File: config.mk
export PLATFORM = sky130hd
export DESIGN_NAME = score
export DESIGN_NICKNAME = d
export VERILOG_FILES = /design/src/rtl/score.sv
export SDC_FILE = /design/constraint.sdc
export NUM_CORES = 1
export LEC_CHECK = 0
export CORE_MARGIN = 2
export CORE_UTILIZATION = 43
export DETAILED_ROUTE_END_ITERATION = 16
export GPL_ROUTABILITY_DRIVEN = 0
export MAX_ROUTING_LAYER = met4
export PLACE_DENSITY_LB_ADDON = 0.3
export SLEW_MARGIN = 10
export SYNTH_ARGS = -nofsm -noshare
export SYNTH_HDL_FRONTEND = slang
export SYNTH_SLANG_ARGS = --single-unit
File: constraint.sdc
create_clock -name Clk -period 2.3 [get_ports Clk]
set_input_delay 0.345 -clock Clk [delete_from_list [all_inputs] [get_ports Clk]]
set_output_delay 0.345 -clock Clk [all_outputs]
set_load 0.01 [all_outputs]
File: src/rtl/score.sv
// Match scorekeeper for a two-player light-cycle game: counts round wins,
// flags the match winner and requests a playfield reset after each crash.
//
// state     | meaning
// PLAY      | round in progress, collisions are scored
// ROUND_END | crash scored, waiting for both heads to leave black
// MATCH_END | a player reached 3 wins, everything holds until NEW_MATCH
module score (
  input  logic       Clk,
  input  logic       Reset_Score,
  input  logic       frame_clk,
  input  logic [2:0] Game_State,
  input  logic [7:0] red_color,
  input  logic [7:0] blue_color,
  output logic [1:0] score_red,
  output logic [1:0] score_blue,
  output logic       Red_W,
  output logic       Blue_W,
  output logic       reset_round
);

  localparam logic [2:0] GS_PLAYING   = 3'd1;
  localparam logic [2:0] GS_NEW_MATCH = 3'd4;
  localparam logic [1:0] SCORE_WIN    = 2'd3;

  typedef enum logic [1:0] {
    PLAY      = 2'd0,
    ROUND_END = 2'd1,
    MATCH_END = 2'd2
  } state_t;

  state_t state;

  // frame_clk only exists to keep the historical port list intact
  logic frame_unused;
  assign frame_unused = frame_clk;

  logic red_hit, blue_hit, playing;
  assign red_hit  = (red_color == 8'h00);
  assign blue_hit = (blue_color == 8'h00);
  assign playing  = (Game_State == GS_PLAYING);

  always_ff @(posedge Clk or posedge Reset_Score) begin
    if (Reset_Score) begin
      state       <= PLAY;
      score_red   <= 2'd0;
      score_blue  <= 2'd0;
      Red_W       <= 1'b0;
      Blue_W      <= 1'b0;
      reset_round <= 1'b0;
    end else if (Game_State == GS_NEW_MATCH) begin
      state       <= PLAY;
      score_red   <= 2'd0;
      score_blue  <= 2'd0;
      Red_W       <= 1'b0;
      Blue_W      <= 1'b0;
      reset_round <= 1'b0;
    end else begin
      case (state)
        PLAY: begin
          if (playing) begin
            if (red_hit && blue_hit) begin
              state       <= ROUND_END;
              reset_round <= 1'b1;
            end else if (red_hit && score_blue != SCORE_WIN) begin
              score_blue <= score_blue + 2'd1;
              if (score_blue == SCORE_WIN - 2'd1) begin
                state  <= MATCH_END;
                Blue_W <= 1'b1;
              end else begin
                state       <= ROUND_END;
                reset_round <= 1'b1;
              end
            end else if (blue_hit && score_red != SCORE_WIN) begin
              score_red <= score_red + 2'd1;
              if (score_red == SCORE_WIN - 2'd1) begin
                state <= MATCH_END;
                Red_W <= 1'b1;
              end else begin
                state       <= ROUND_END;
                reset_round <= 1'b1;
              end
            end
          end
        end
        // leaving ROUND_END is allowed even while paused
        ROUND_END: begin
          if (!red_hit && !blue_hit) begin
            state       <= PLAY;
            reset_round <= 1'b0;
          end
        end
        MATCH_END: begin
          reset_round <= 1'b0;
        end
        default: begin
          state       <= PLAY;
          reset_round <= 1'b0;
        end
      endcase
    end
  end

endmodule

==> impl_metrics.toml <==
[cts]
cts_root_buffer = "clkbuf_4"
cts.sinks = 9
clockBufferDepth = 2
ctsResizeCount = 0
h-tree-depth = 1
clk_latency_ns = 0.26
cts_setup_buffers = 0
cts_tree = "done"
clkTransAtPathRegs_ns = 0.06
cts_hold_buf = 0
cts_made_buffers = 3

[pwr]
seq_power_share = 0.473
cell_internal_pwr_w = 0.000263
peakVddDrop_v = 0.000296
switching_share = 0.219
power.density_mw_per_mm2 = 351
comb_power_share = 0.170
clkPwrFrac = 0.357
power_w = 0.000337
p_sw_w = 0.0000738
power.leakage_nw = 0.419

[drt]
wl_mm = 1.41
vias = 583
ant_nets = 0
route.detailed.drc = 0
firstDrtPassIters = 4
vias_per_cell = 5.35
wire_per_inst_um = 12.9
drt_first_iter_violations = 7

[sta]
rsz0062_at_grt = "false"
fin_worst_skew_ns = 0.00373
finalSetupViolCount = 0
period_needed_ns = 1.98
maxSlewHeadroom = 0.688
worst_hold_slack_ns = 0.338
tightest_slew_ns = 0.467
finalCritPeriodShare = 0.860
hold_viol = 0
tns_ns = 0
clock.fmax_ghz = 0.505
drv_slew = 0

[worst_setup_path]
endpoint_kind = "flop"
crit_fanout = 6
required_ns = 2.45
path_class = "in2reg"
max_stage_delay_ns = 0.52
path_cells = "clkdlybuf4s50_1, nor4_4, nand2_2, or4b_4, and2_4, o41ai_2"
critPathArrivalTime_ns = 2.13
crit_slowest_cell = "or4b_4"
worst_setup_path_start_kind = "input port"

[layout]
fin_nets = 121
drive_gt1_frac = 0.170
final_util = 0.712
antenna_cells = 0
layout-area-overhead-vs-synth_pct = 50.6
fin_cells = 109

[global_routing]
track_usage = 0.179
grt_pass1_vias = 545
overflow = 0
grt_max_degree = 10
antenna_found_initial = 0
grt_pass1_wl_mm = 2.35

[placed_design]
dpl.cell_count = 105
hpwlAfterDp_mm = 1.16
place.port_buffers = 27

[status]
outcome = "finished clean"

[synth]
netlist.area_leader.share = 0.353
synth.distinct_cells = 27
synthTopCellsByArea = "dfrtp_1, ha_1, nor4_2"
seq_area_frac_synth = 0.353
synth_top_area_cell = "dfrtp_1"
ys_warn_count = 0
syn_inst = 62
synth_area_um2 = 638
postSynthAreaPerCell_um2 = 10.3
synth_seq_cells = 9
syn_nets = 88

[floorplan]
num_io_pins = 29
initial_core_util = 0.473
core_mm2 = 0.00135
chipHeight_um = 42.5
die_x_um = 42.5
die-area_mm2 = 0.00181
num_rows = 13

[min_path]
hold_class = "in2async"

[flow_run]
maxCapViolations = 0
area by class of cell:
type | count | area, um^2
inverter | 7 | 26.3
clock buffer | 4 | 26.3
fill | 106 | 389
sequential | 9 | 225
timing repair buffer | 28 | 278
multi-input combinational | 46 | 387
tap | 15 | 18.8
stage by stage:
step / worst slack, ns / cell area [um^2]
2_1_floorplan: 0.627 / 638
3_3_place_gp: 0.0801 / 935
3_5_place_dp: 0.0239 / 935
4_1_cts: 0.299 / 961
5_1_grt: 0.185 / 961
6_report: 0.321 / 961
cells by family after synthesis:
family | synth area share
simple gates | 0.304
fa+ha+maj | 0.0784
compound gates | 0.149
xor+xnor | 0.0275
flops | 0.353
mux | 0.0471
buf+inv | 0.0412
power by group through the flow:
stage / Combinational, W / Clock (W) / Sequential [W]
6_report: 0.0000574 / 0.000120 / 0.000159
5_1_grt: 0.0000615 / 0.000134 / 0.000159
4_1_cts: 0.0000581 / 0.000125 / 0.000159
3_5_place_dp: 0.0000579 / 0 / 0.000162
3_3_place_gp: 0.0000564 / 0 / 0.000162
2_1_floorplan: 0.0000132 / 0 / 0.000162
cell usage in the layout (no fill, tap or decap), types with 2 or more instances in the layout:
cell and count:
clkdlybuf4s50_1 27, dfrtp_1 9, nor2_1 9, inv_1 7, ha_1 4, nor4_2 3, mux2i_1 3, o21ai_0 3
clkbuf_4 3, nand2_1 2, or4b_4 2, nand3_1 2, xnor2_1 2
metal layers:
layer | GRT usage | share of wire | wire, um | up-vias
met5 | - | 0 | 0 | -
met4 | 0.113 | 0.019 | 27 | 0
met3 | 0.0431 | 0.068 | 95 | 4
met2 | 0.283 | 0.47 | 656 | 23
met1 | 0.202 | 0.44 | 624 | 271
li1 | - | - | - | 285
synthesized netlist by cell type (all sizes together):
cell type,n
o211ai,1
o21ba,1
a21boi,1
nor4b,1
nand3,2
nor3b,1
and2,1
nor4,4
dfrtp,9
o21bai,1
nor2,9
a21oi,1
ha,4
nand2,3
nand3b,1
mux2i,3
o22ai,1
nor2b,1
or4b,2
xnor2,2
o41ai,1
a2111oi,1
o21ai,4
inv,7
worst max-delay path: cells and delay by family:
family                 cells  cell delay, ns
buffers and inverters      1            0.44
AOI/OAI and AO/OA          1            0.23
and+or+nand+nor            4            1.12
state kept, by name, summed over array words and instances (netlist names):
| signal | flops |
|---|---|
| score_blue | 2 |
| score_red | 2 |
| state | 2 |
| Blue_W | 1 |
| Red_W | 1 |
| reset_round | 1 |
final timing paths:
kind,start,endpoint,slack [ns],cells past startpoint
max,red_color[5],state[1],0.32,6
min,Reset_Score,state[1],0.34,2
max reg2reg,score_blue[0],state[1],0.54,6
min reg2reg,Red_W,Red_W,0.52,2
max in group asynchronous,Reset_Score,score_red[0],1.71,2
min in group Clk,Red_W,Red_W,0.52,2
Power figures use the tool's default switching activity.
